## config.mk

```make
export PLATFORM = sky130hd
export DESIGN_NAME = as_fifo_axis_out
export DESIGN_NICKNAME = d
export VERILOG_FILES = /design/src/rtl/as_fifo_axis_out.sv
export SDC_FILE = /design/constraint.sdc
export NUM_CORES = 1
export LEC_CHECK = 0
export BUFFER_PORTS_ARGS = -buffer_cell sky130_fd_sc_hd__buf_2
export CAP_MARGIN = 10
export CORE_ASPECT_RATIO = 1.5
export CORE_MARGIN = 1.5
export CORE_UTILIZATION = 30
export CTS_BUF_LIST = sky130_fd_sc_hd__clkbuf_8
export CTS_CLUSTER_SIZE = 28
export DETAILED_ROUTE_END_ITERATION = 8
export RECOVER_POWER = 50
export SLEW_MARGIN = 20
export SYNTH_ARGS = -nofsm -noshare
export SYNTH_HDL_FRONTEND = slang
export SYNTH_SLANG_ARGS = --single-unit
```

## constraint.sdc

```tcl
create_clock -name axis_clk -period 2.9 [get_ports axis_clk]
set_clock_uncertainty 0.05 [all_clocks]
set_input_delay 0.145 -clock axis_clk [delete_from_list [all_inputs] [get_ports axis_clk]]
set_output_delay 0.145 -clock axis_clk [all_outputs]
set_load 0.01 [all_outputs]
```

## src/rtl/as_fifo_axis_out.sv

```systemverilog
// as_fifo_axis_out
// Pulls words from a FIFO read port and presents them as an AXI-Stream master.
// A two-entry buffer (head + skid) lets f_r_rdy be decoded from registers
// only, so neither m_tready nor f_r_vld reaches f_r_rdy combinationally.
// Null words (tkeep==0 and tlast==0) are consumed from the FIFO and counted
// in drop_cnt, but never reach the stream.
module as_fifo_axis_out #(
  parameter int WIDTH = 45,
  parameter int CNT_W = 16
) (
  input  logic             axis_clk,
  input  logic             axi_reset_n,
  input  logic             en,
  input  logic             f_r_vld,
  output logic             f_r_rdy,
  input  logic [WIDTH-1:0] f_data,
  output logic             m_tvalid,
  input  logic             m_tready,
  output logic [31:0]      m_tdata,
  output logic [3:0]       m_tstrb,
  output logic [3:0]       m_tkeep,
  output logic [1:0]       m_tid,
  output logic [1:0]       m_tuser,
  output logic             m_tlast,
  output logic [CNT_W-1:0] pkt_cnt,
  output logic [CNT_W-1:0] beat_cnt,
  output logic [7:0]       drop_cnt,
  output logic             busy
);

  // Buffer occupancy: number of words held in head/skid.
  localparam logic [1:0] ST_EMPTY = 2'd0;
  localparam logic [1:0] ST_ONE   = 2'd1;
  localparam logic [1:0] ST_TWO   = 2'd2;

  logic [1:0]       state;
  logic [1:0]       state_nxt;
  logic [WIDTH-1:0] head_q;
  logic [WIDTH-1:0] skid_q;
  logic             run_q;

  logic             accept;
  logic             pop;
  logic             is_null;
  logic             store;
  logic             head_load;
  logic             head_from_skid;
  logic             skid_load;

  // Handshakes. run_q keeps f_r_rdy low while in reset and opens it at the
  // first clock edge after release; from then on f_r_rdy follows en.
  assign f_r_rdy  = run_q & en & (state != ST_TWO);
  assign m_tvalid = (state != ST_EMPTY);
  assign busy     = (state != ST_EMPTY);
  assign accept   = f_r_vld & f_r_rdy;
  assign pop      = m_tvalid & m_tready;
  assign is_null  = (f_data[39:36] == 4'd0) & ~f_data[44];
  assign store    = accept & ~is_null;

  // The head register drives the stream payload directly.
  assign m_tdata  = head_q[31:0];
  assign m_tstrb  = head_q[35:32];
  assign m_tkeep  = head_q[39:36];
  assign m_tid    = head_q[41:40];
  assign m_tuser  = head_q[43:42];
  assign m_tlast  = head_q[44];

  // Next-state and buffer load selects for the occupancy FSM.
  always_comb begin
    // NOTE: every signal gets a default before the case so no path leaves it
    // unassigned; otherwise synthesis infers a latch.
    state_nxt      = state;
    head_load      = 1'b0;
    head_from_skid = 1'b0;
    skid_load      = 1'b0;
    case (state)
      ST_EMPTY: begin
        if (store) begin
          state_nxt = ST_ONE;
          head_load = 1'b1;
        end
      end
      ST_ONE: begin
        if (store && !pop) begin
          state_nxt = ST_TWO;
          skid_load = 1'b1;
        end else if (pop && !store) begin
          state_nxt = ST_EMPTY;
        end else if (store && pop) begin
          head_load = 1'b1;
        end
      end
      ST_TWO: begin
        // f_r_rdy is low here, so only a pop can move the FSM.
        if (pop) begin
          state_nxt      = ST_ONE;
          head_from_skid = 1'b1;
        end
      end
      default: state_nxt = ST_EMPTY;
    endcase
  end

  // Occupancy state and the post-reset ready enable.
  always_ff @(posedge axis_clk or negedge axi_reset_n) begin
    if (!axi_reset_n) begin
      state <= ST_EMPTY;
      run_q <= 1'b0;
    end else begin
      // NOTE: sequential state uses non-blocking assignments so every flop
      // samples pre-edge values regardless of block evaluation order.
      state <= state_nxt;
      run_q <= 1'b1;
    end
  end

  // Head and skid data registers.
  always_ff @(posedge axis_clk or negedge axi_reset_n) begin
    if (!axi_reset_n) begin
      // NOTE: data registers are reset here only because the payload outputs
      // must read zero during reset; plain datapath storage normally is not.
      head_q <= '0;
      skid_q <= '0;
    end else begin
      if (head_load) begin
        head_q <= f_data;
      end else if (head_from_skid) begin
        head_q <= skid_q;
      end
      if (skid_load) begin
        skid_q <= f_data;
      end
    end
  end

  // Beat and packet counters wrap; the null-drop counter saturates.
  always_ff @(posedge axis_clk or negedge axi_reset_n) begin
    if (!axi_reset_n) begin
      beat_cnt <= '0;
      pkt_cnt  <= '0;
      drop_cnt <= '0;
    end else begin
      if (pop) begin
        beat_cnt <= beat_cnt + 1'b1;
        if (m_tlast) begin
          pkt_cnt <= pkt_cnt + 1'b1;
        end
      end
      if (accept && is_null && (drop_cnt != 8'hFF)) begin
        drop_cnt <= drop_cnt + 8'd1;
      end
    end
  end

endmodule

```

==> metrics.md, run 1 <==
| Metric | Value |
|---|---|
| Status | finished, violations left |
| Failing checks | max-capacitance violations, max-slew violations |
| Commonest non-fill, non-tap cell in the layout | dfrtp_1 |
| DR iter-0 viols | 131 |
| Commonest non-fill, non-tap cells in the layout | dfrtp_1 (133), buf_2 (94), dlygate4sd3_1 (48) |
| Worst Path Required | 3.23 ns |
| Die X | 115 um |
| Post-CTS Resized | 0 |
| CP delay by family, top | simple AND/OR/NAND/NOR gates |
| Total track usage | 14.2% |
| Post-route clock period utilization | 85.4% |
| Slew headroom | -29.2% |
| Core ar. | 0.0185 mm^2 |
| Pwr Density | 829 mW/mm^2 |
| Gate Count Post-Synth | 425 |
| Share of the yosys chip area belonging to registers | 58.9% |
| Total Wirelength | 13400 um |
| Routed len/inst | 15.2 um |
| Crit-path cells | dlygate4sd3_1, buf_2, or4_4, nor2_8, nor2_1, ha_1, nand2_1, o22ai_4, nor2_8, a21o_1 |
| DRC violations left | 0 |
| TritonCTS clock tree | done |
| Syn-to-layout area delta | 32.1% |
| Ys flop type | dfrtp_1 |
| FFs w/ async S/R, synth | 100% |
| Clock sink count | 133 |
| Avg Vias per Cell | 4.71 |
| Final hold vios | 0 |
| Max clock buf depth | 2 |
| DPL Wire Length | 8800 um |
| Crit end category | register |
| Post-Syn Nets | 480 |
| Fin nets | 671 |
| Die outline area | 0.0197 mm^2 |
| Netlist Area Pre-Place | 0.00565 mm^2 |
| H-tree Lvls | 4 |
| NetSw | 0.00191 W |
| Starting density of the core | 30.6% |
| Leak Pwr | 3.81 nW |
| P_int | 0.00428 W |
| Vias in the first global route | 4270 |
| Tightest Pin Transition | 1.94 ns |
| RSZ-0062 raised after global routing | no |
| Total Power | 0.00619 W |
| Clock power share | 28.1% |
| Number of I/O port buffers | 137 |
| Max Cap Viol | 1 |
| # setup viols final | 0 |
| Global route total overflow | 0 |
| Maximum VDD drop | 0.343 mV |
| Slowest library cell on the worst path | or4_4 |
| Post-CTS Setup Bufs | 0 |
| Fin worst setup slack | 0.424 ns |
| TNS Setup | 0 ns |
| Max frequency | 404 MHz |
| Die Span Y | 171 um |
| Root Driver | clkbuf_8 |
| Global-route wire length before repair | 21500 um |
| Clock Latency Late Sink | 0.45 ns |
| Ports | 138 |
| Filler instances | 1793 |
| Worst-path clk slew | 0.09 ns |
| Drt pass-1 iters | 4 |
| Min Tclk post-route | 2.48 ns |
| Slew Limit Fails | 74 |
| Crit path buffers/inverters | 2 |
| Syn_area_per_cell | 13.3 um^2 |
| Kind of critical path | input port to register |
| Sequential Power Share | 47.8% |
| Place WS | 0.465 ns |
| RD Place Congestion | 0.787 |
| Num CTS Buffers | 17 |
| Worst-path maximum fanout | 45 |
| Critical path data arrival time | 2.81 ns |
| Largest net degree at the start of global routing | 75 |
| Type of origin of the critical path | input port |
| Sw Share | 30.9% |
| HP Class | input port to register |
| Synth Register Bits | 133 |
| Comb pwr share | 24.1% |
| Share of layout cells above drive strength 1 | 30.5% |
| CP dominant cell by count | nor2_8 |
| Max incr delay on CP | 0.57 ns |
| # rows | 61 |
| Yosys warning total | 0 |
| Vias after detailed routing | 4150 |
| Number of synthesized flops with an enable pin | 0 |
| Antenna violations before repair | 0 |
| N_diodes | 0 |
| Post-DRT Antenna Nets | 0 |
| Cell variety after synth | 35 |
| Hold_ws | 0.239 ns |
## repair_timing
item / in CTS / in global routing
endpoints found under the setup margin: 0 / 0
endpoints found under the hold margin: 166 / 0
hold buffers: 48 / 0
## flip-flops by register name, summed over array words and instances (netlist names)
signal and cells:
beat_cnt 16, drop_cnt 8, head_q 45, pkt_cnt 16, run_q 1, skid_q 45
state 2
## metrics by stage
step	area, um^2	utilization (%)	instances
finish	7460	40.4	881
global route	7460	40.4	881
CTS	7520	40.7	881
detailed placement	6590	35.7	801
global placement	6590	35.7	801
floorplan	5650	-	425
## cells in the mapped netlist, types with 2 or more instances
cell type / instances / share of area, %
nor3_1: 6 / 0.53
and3_1: 5 / 0.55
and4_1: 2 / 0.31
dfrtp_1: 133 / 59
nor2_1: 16 / 1.1
buf_2: 6 / 0.53
nor4_2: 2 / 0.44
nand3_1: 17 / 1.5
xnor2_1: 21 / 3.3
ha_1: 5 / 1.1
buf_6: 8 / 1.6
clkbuf_1: 3 / 0.20
xor2_1: 14 / 2.2
inv_1: 4 / 0.27
a21o_1: 45 / 6.0
a22o_1: 45 / 7.0
a21oi_1: 3 / 0.27
nor2_8: 2 / 0.71
nand2_1: 23 / 1.5
mux2_2: 47 / 9.4
nand4_1: 4 / 0.44
## power groups by stage
stage	combinational (W)	sequential [W]	clock [W]
after floorplan	0.000789	0.00305	0
after global placement	0.00149	0.00295	0
after detailed placement	0.00154	0.00298	0
after CTS	0.00160	0.00295	0.00182
after global routing	0.00165	0.00305	0.00189
final	0.00149	0.00296	0.00174
## logic make-up after synthesis
group	after synthesis	share of synthesized area (%)
flip-flops	133	58.9
AO/OA/AOI/OAI	99	14.3
AND/OR/NAND/NOR	81	7.97
multiplexers	47	9.37
XOR/XNOR	35	5.43
buffers and inverters	24	2.86
adder cells (fa/ha/maj)	5	1.11
other	1	0.0664
## routing by layer
layer  part of all wire [%]  wire length [um]  GRT usage, %  vias to the layer above
li1                       -                 -             -                     1912
met1                     41              5480          16.4                     2106
met2                     53              7080          24.0                      105
met3                    3.4               456          3.19                       27
met4                    3.1               415          7.89                        0
met5                      0                 0             0                        -
## worst reg2reg max path, cell delays in order (launching register included)
cell and delay (ns):
dfrtp_1 0.50, inv_1 0.14, a21oi_1 0.21, nand2_1 0.08, nor2_1 0.13, ha_1 0.17, nand2_1 0.09, o22ai_4 0.24
buf_4 0.42, a22o_1 0.23, a21o_1 0.08
## final timing paths
| path | end | slack (ns) | depth (start not counted) | startpoint |
|---|---|---|---|---|
| worst max-delay path | head_q[5] | 0.42 | 10 | f_data[37] |
| worst min-delay path | drop_cnt[0] | 0.24 | 6 | en |
| worst max register to register | head_q[17] | 0.51 | 10 | state[0] |
| worst min register to register | pkt_cnt[15] | 0.43 | 1 | pkt_cnt[15] |
| max in group asynchronous | beat_cnt[6] | 0.92 | 2 | axi_reset_n |
| min in group asynchronous | head_q[21] | 0.69 | 2 | axi_reset_n |
## cell type report
class	count	area, um^2	area share (%)
clock buffer	18	248	3.32
multi-input combinational	268	2170	29.0
tap	252	315	4.23
timing repair buffer	191	1180	15.9
sequential	133	3330	44.6
inverter	5	18.8	0.252
clock inverter	14	201	2.70
No activity file was read; power rests on OpenSTA's default activity.
==> run 2, diff against run 1 <==
--- a/config.mk
+++ b/config.mk
@@ -11,6 +11,7 @@
 export CORE_MARGIN = 1.5
 export CORE_UTILIZATION = 30
 export CTS_BUF_LIST = sky130_fd_sc_hd__clkbuf_8
+export CTS_CLUSTER_DIAMETER = 60
 export CTS_CLUSTER_SIZE = 28
 export DETAILED_ROUTE_END_ITERATION = 8
 export RECOVER_POWER = 50
==> constraint.sdc (replaced) <==
create_clock -name axis_clk -period 2.99 [get_ports axis_clk]
set_clock_uncertainty 0.05 [all_clocks]
set_input_delay 0.1495 -clock axis_clk [delete_from_list [all_inputs] [get_ports axis_clk]]
set_output_delay 0.1495 -clock axis_clk [all_outputs]
set_load 0.01 [all_outputs]
==> metrics.md, run 2 (synthesis results as in run 1) <==
| Metric | Value |
|---|---|
| Met3 Use GR | 2.83% |
| Total track usage | 13.7% |
| DR iter-0 viols | 153 |
| Slew Limit Fails | 80 |
| Core ar. | 0.0185 mm^2 |
| Comb pwr share | 23.9% |
| Drt pass-1 iters | 6 |
| Sw Share | 30.5% |
| Sequential Power Share | 48.1% |
| Kind of critical path | input port to register |
| Type of origin of the critical path | input port |
| Vias after detailed routing | 4082 |
| Global-route wire length before repair | 21000 um |
| Busiest layer in global routing | met2 |
| Commonest non-fill, non-tap cell in the layout | dfrtp_1 |
| Tightest Pin Transition | 2.01 ns |
| Final hold vios | 0 |
| Die X | 115 um |
| Pwr Density | 805 mW/mm^2 |
| Post-DRT Antenna Nets | 0 |
| Global route total overflow | 0 |
| DRC violations left | 0 |
| Final Instance Count excl. Fillers | 880 |
| P_int | 0.00414 W |
| Largest net degree at the start of global routing | 81 |
| DPL Wire Length | 8760 um |
| GR Layer Usage met1 | 15.5% |
| HP Class | input port to register |
| # setup viols final | 0 |
| Max clock buf depth | 2 |
| NetSw | 0.00182 W |
| Vias in the first global route | 4312 |
| Area of the multi-input gates | 0.00217 mm^2 |
| Ports | 138 |
| Slew headroom | -34.3% |
| Min Tclk post-route | 2.58 ns |
| Max Cap Viol | 1 |
| Maximum VDD drop | 0.439 mV |
| Worst-path maximum fanout | 45 |
| Filler instances | 1845 |
| Number of I/O port buffers | 137 |
| Fin area | 0.00740 mm^2 |
| Worst-path clk slew | 0.08 ns |
| Commonest non-fill, non-tap cells in the layout | dfrtp_1 (133), clkbuf_1 (84), buf_2 (52) |
| TNS Setup | 0 ns |
| Num CTS Buffers | 17 |
| Post-route clock period utilization | 86.2% |
| Failing checks | max-capacitance violations, max-slew violations |
| Starting density of the core | 30.6% |
| Leak Pwr | 3.63 nW |
| Share of layout cells above drive strength 1 | 23.6% |
| Clock sink count | 133 |
| RD Place Congestion | 0.826 |
| Crit end category | register |
| H-tree Lvls | 4 |
| TritonCTS clock tree | done |
| Syn-to-layout area delta | 31.0% |
| Critical path data arrival time | 2.88 ns |
| Die outline area | 0.0197 mm^2 |
| Die Span Y | 171 um |
| RSZ-0062 raised after global routing | no |
| Status | finished, violations left |
| Antenna violations before repair | 1 |
| # rows | 61 |
| Fin nets | 669 |
| FF/Latch Area | 0.00333 mm^2 |
| Worst Path Required | 3.30 ns |
| Root Driver | clkbuf_8 |
| Avg Vias per Cell | 4.64 |
| Cells after DPL | 800 |
| Clock Latency Late Sink | 0.43 ns |
| Largest regs | head_q (45), skid_q (45) |
| Post-CTS Resized | 0 |
| Clock power share | 28.0% |
| Total Wirelength | 13100 um |
| Met2 usage | 24.0% |
| Max frequency | 388 MHz |
| Routed len/inst | 14.9 um |
| Area after DPL | 0.00660 mm^2 |
run 2: changes by cell type in the layout (fill, tap and decap cells not counted), sizes merged:
cell,previous run,this run
buf,100,57
clkbuf,61,104
clkinv,6,5
diode,0,1
dlygate4sd3,48,47
run 2: repair_timing:
item,4_1_cts,5_1_grt
hold buffers,47,0
endpoints found under the setup margin,0,0
endpoints found under the hold margin,169,0
buffers inserted,0,0
run 2: path summary, 6_finish.rpt:
check / endpoint / cells past startpoint / startpoint / slack [ns]
hold / removal: drop_cnt[0] / 3 / f_r_vld / 0.06
hold reg to reg: pkt_cnt[15] / 1 / pkt_cnt[15] / 0.43
max in group asynchronous: state[0] / 2 / axi_reset_n / 0.89
setup reg to reg: head_q[9] / 9 / state[0] / 0.54
min in group asynchronous: head_q[17] / 2 / axi_reset_n / 0.80
setup / recovery: head_q[9] / 10 / f_data[37] / 0.41
run 2: area by class of cell:
| cell class | count | share of cell area, % |
|---|---|---|
| sequential | 133 | 45.0 |
| multi-input combinational | 268 | 29.3 |
| timing repair buffer | 189 | 15.2 |
| tap | 252 | 4.26 |
| clock buffer | 19 | 3.53 |
| clock inverter | 13 | 2.43 |
| inverter | 5 | 0.254 |
| antenna | 1 | 0.0338 |
run 2: layer usage:
| metal | wire length (um) | up-vias |
|---|---|---|
| met1 | 5430 | 2058 |
| met5 | 0 | - |
| met3 | 334 | 23 |
| met4 | 376 | 0 |
| met2 | 6940 | 88 |
| li1 | - | 1913 |
run 2: critical path: stages:
cell	delay (ns)
dlygate4sd3_1	0.53
buf_2	0.14
or4_4	0.57
nor2_8	0.16
nor2_1	0.09
ha_1	0.18
nand2_1	0.10
o22ai_4	0.18
nor2_8	0.53
a21o_1	0.20
run 2: power by group through the flow:
stage	sequential [W]	combinational [W]	clock, W
final	0.00287	0.00142	0.00167
after global routing	0.00294	0.00157	0.00181
after CTS	0.00285	0.00155	0.00173
after detailed placement	0.00289	0.00150	0
after global placement	0.00285	0.00145	0
after floorplan	0.00296	0.000765	0
run 2: through the flow:
stage	hold WS [ns]	utilization [%]	worst slack [ns]	power, W
2_1_floorplan	-0.196	-	0.694	0.00373
3_3_place_gp	0.181	35.7	0.521	0.00430
3_5_place_dp	0.204	35.7	0.471	0.00438
4_1_cts	0.0233	40.7	0.403	0.00613
5_1_grt	0.0548	40.1	0.273	0.00632
6_report	0.0629	40.1	0.414	0.00596
==> run 3, diff against run 2 <==
--- a/config.mk
+++ b/config.mk
@@ -5,6 +5,7 @@
 export SDC_FILE = /design/constraint.sdc
 export NUM_CORES = 1
 export LEC_CHECK = 0
+export ABC_AREA = 1
 export BUFFER_PORTS_ARGS = -buffer_cell sky130_fd_sc_hd__buf_2
 export CAP_MARGIN = 10
 export CORE_ASPECT_RATIO = 1.5
==> metrics.md, run 3 <==
| Metric | Value |
|---|---|
| Post-DRT Antenna Nets | 0 |
| Met2 usage | 28.8% |
| Pwr Density | 792 mW/mm^2 |
| Largest regs | head_q (45), skid_q (45) |
| NetSw | 0.00207 W |
| Max clock buf depth | 2 |
| Drt pass-1 iters | 4 |
| Root Driver | clkbuf_8 |
| Busiest layer in global routing | met2 |
| Number of I/O port buffers | 137 |
| Filler instances | 2081 |
| GR Layer Usage met1 | 17.5% |
| Worst-path maximum fanout | 45 |
| Netlist Area Pre-Place | 0.00616 mm^2 |
| Vias in the first global route | 5255 |
| Max frequency | 404 MHz |
| Num CTS Buffers | 17 |
| FF/Latch Area | 0.00333 mm^2 |
| Antenna violations before repair | 0 |
| Most frequent cell after synthesis | nand2_1 |
| Max incr delay on CP | 0.61 ns |
| Worst-path clk slew | 0.08 ns |
| Starting density of the core | 30.4% |
| FFs w/ async S/R, synth | 100% |
| Die X | 120 um |
| Number of synthesized flops with an enable pin | 0 |
| Fin worst setup slack | 0.516 ns |
| Worst Path Required | 3.32 ns |
| Die Span Y | 178 um |
| Top cells by count, synth | nand2_1 (206), dfrtp_1 (133), nand3_1 (67), nand4_1 (53), mux2_2 (44) |
| TNS Setup | 0 ns |
| Sw Share | 32.8% |
| Post-Syn Nets | 719 |
| Share of layout cells above drive strength 1 | 21.6% |
| Die outline area | 0.0214 mm^2 |
| Type of origin of the critical path | register |
| Crit end category | register |
| Slew Limit Fails | 67 |
| Slowest library cell on the worst path | nand2_4 |
| Vias after detailed routing | 5277 |
| Maximum VDD drop | 0.320 mV |
| Cell variety after synth | 24 |
| HP Class | input port to register |
| Post-route clock period utilization | 82.7% |
| Commonest non-fill, non-tap cells in the layout | nand2_1 (206), dfrtp_1 (133), buf_2 (93) |
| Ports | 138 |
| Crit-path cells | inv_2, nand2_1, nand2_1, nor2_2, nand2_1, inv_1, ha_1, nand3_2, nand2_4, nand2_1, nand3_1 |
| Clock sink count | 133 |
| Global route total overflow | 0 |
| RSZ-0062 raised after global routing | no |
| Clock Latency Late Sink | 0.45 ns |
| Slew headroom | -19.6% |
| Final hold vios | 0 |
| Commonest non-fill, non-tap cell in the layout | nand2_1 |
| Tightest Pin Transition | 1.79 ns |
| Status | finished, violations left |
| Synth Register Bits | 133 |
| Yosys warning total | 0 |
| Leak Pwr | 3.84 nW |
| Gate Count Post-Synth | 664 |
| Area leader, netlist | dfrtp_1 |
| # rows | 64 |
| Core ar. | 0.0203 mm^2 |
| Min Tclk post-route | 2.47 ns |
| TritonCTS clock tree | done |
| H-tree Lvls | 4 |
| Area of the multi-input gates | 0.00255 mm^2 |
| # setup viols final | 0 |
| DRC violations left | 0 |
| DPL Wire Length | 10500 um |
| Critical path data arrival time | 2.81 ns |
| Place WS | 0.534 ns |
| N_diodes | 0 |
| Met3 Use GR | 3.87% |
| Kind of critical path | register to register |
| Post-synth top area share | 54.1% |
| Total Wirelength | 16300 um |
| Sequential Power Share | 46.2% |
| Comb pwr share | 26.5% |
| Syn-to-layout area delta | 29.5% |
| Global-route wire length before repair | 26600 um |
| RD Place Congestion | 0.846 |
| Routed len/inst | 14.5 um |
| DR iter-0 viols | 228 |
| Top cells by area, synth | dfrtp_1 (54%), nand2_1 (13%), mux2_2 (8.0%) |
| P_int | 0.00425 W |
| Clock power share | 27.3% |
| Share of the yosys chip area belonging to registers | 54.1% |
| CP dominant cell by count | nand2_1 |
| Ys flop type | dfrtp_1 |
| Hold_ws | 0.172 ns |
| Fin nets | 901 |
| Largest net degree at the start of global routing | 68 |
| Post-CTS Setup Bufs | 0 |
| Avg Vias per Cell | 4.70 |
| Max Cap Viol | 1 |
| Total track usage | 16.0% |
| Failing checks | max-capacitance violations, max-slew violations |
| Syn_area_per_cell | 9.27 um^2 |
-- run 3: critical path, delay by kind of cell, from the launching register on --
family	cells	cell delay (ns)
simple gates	8	1.59
flops	1	0.46
fa+ha+maj	1	0.15
buf+inv	2	0.14
-- run 3: repair_timing --
| action | CTS | global route |
|---|---|---|
| endpoints found under the hold margin | 156 | 0 |
| hold buffers | 47 | 0 |
| setup endpoints to repair | 0 | 0 |
| gates resized for setup | 0 | 0 |
-- run 3: per-layer routing --
| metal | up-vias | wire length (um) |
|---|---|---|
| met5 | - | 0 |
| met4 | 0 | 479 |
| met3 | 29 | 675 |
| met2 | 130 | 8660 |
| met1 | 2552 | 6490 |
| li1 | 2566 | - |
-- run 3: layout make-up --
class | count | area share, %
clock inverters | 9 | 1.87
inverters | 38 | 1.79
repair buffers | 191 | 14.8
well taps | 264 | 4.14
flip-flops and latches | 133 | 41.7
clock buffers | 22 | 3.80
multi-input cells | 465 | 31.9
-- run 3: worst paths after layout --
kind	startpoint	cells past startpoint	to	slack, ns
worst max-delay path	state[0]	11	head_q[18]	0.52
worst min-delay path	f_r_vld	7	state[0]	0.17
worst max register to register	state[0]	11	head_q[18]	0.52
worst min register to register	skid_q[27]	2	head_q[27]	0.43
max in group asynchronous	axi_reset_n	3	drop_cnt[6]	0.85
min in group asynchronous	axi_reset_n	2	skid_q[6]	0.67
-- run 3: through the flow --
stage | instances | utilization, % | instance area [um^2] | total power [W]
6_report | 1122 | 39.4 | 7980 | 0.00631
5_1_grt | 1122 | 39.4 | 7980 | 0.00674
4_1_cts | 1122 | 39.7 | 8040 | 0.00648
3_5_place_dp | 1044 | 35.1 | 7120 | 0.00468
3_3_place_gp | 1044 | 35.1 | 7120 | 0.00462
2_1_floorplan | 664 | - | 6160 | 0.00391
-- run 3: power by group through the flow --
stage / clock network, W / registers (W) / logic [W]
final: 0.00173 / 0.00292 / 0.00167
after global routing: 0.00185 / 0.00299 / 0.00190
after CTS: 0.00179 / 0.00291 / 0.00179
after detailed placement: 0 / 0.00294 / 0.00173
after global placement: 0 / 0.00293 / 0.00170
after floorplan: 0 / 0.00303 / 0.000886
-- run 3: logic make-up (layout without fill, tap and decap cells) --
logic type      count (synthesis)  count (layout)  share of synthesized area (%)
flops                         133             133                           54.1
other cells                     1               1                         0.0609
mux                            44              44                           8.05
buf+inv                        66             260                           4.76
fa+ha+maj                       5               5                           1.02
simple gates                  378             378                           27.4
xor+xnor                       27              27                           3.84
compound gates                 10              10                          0.813
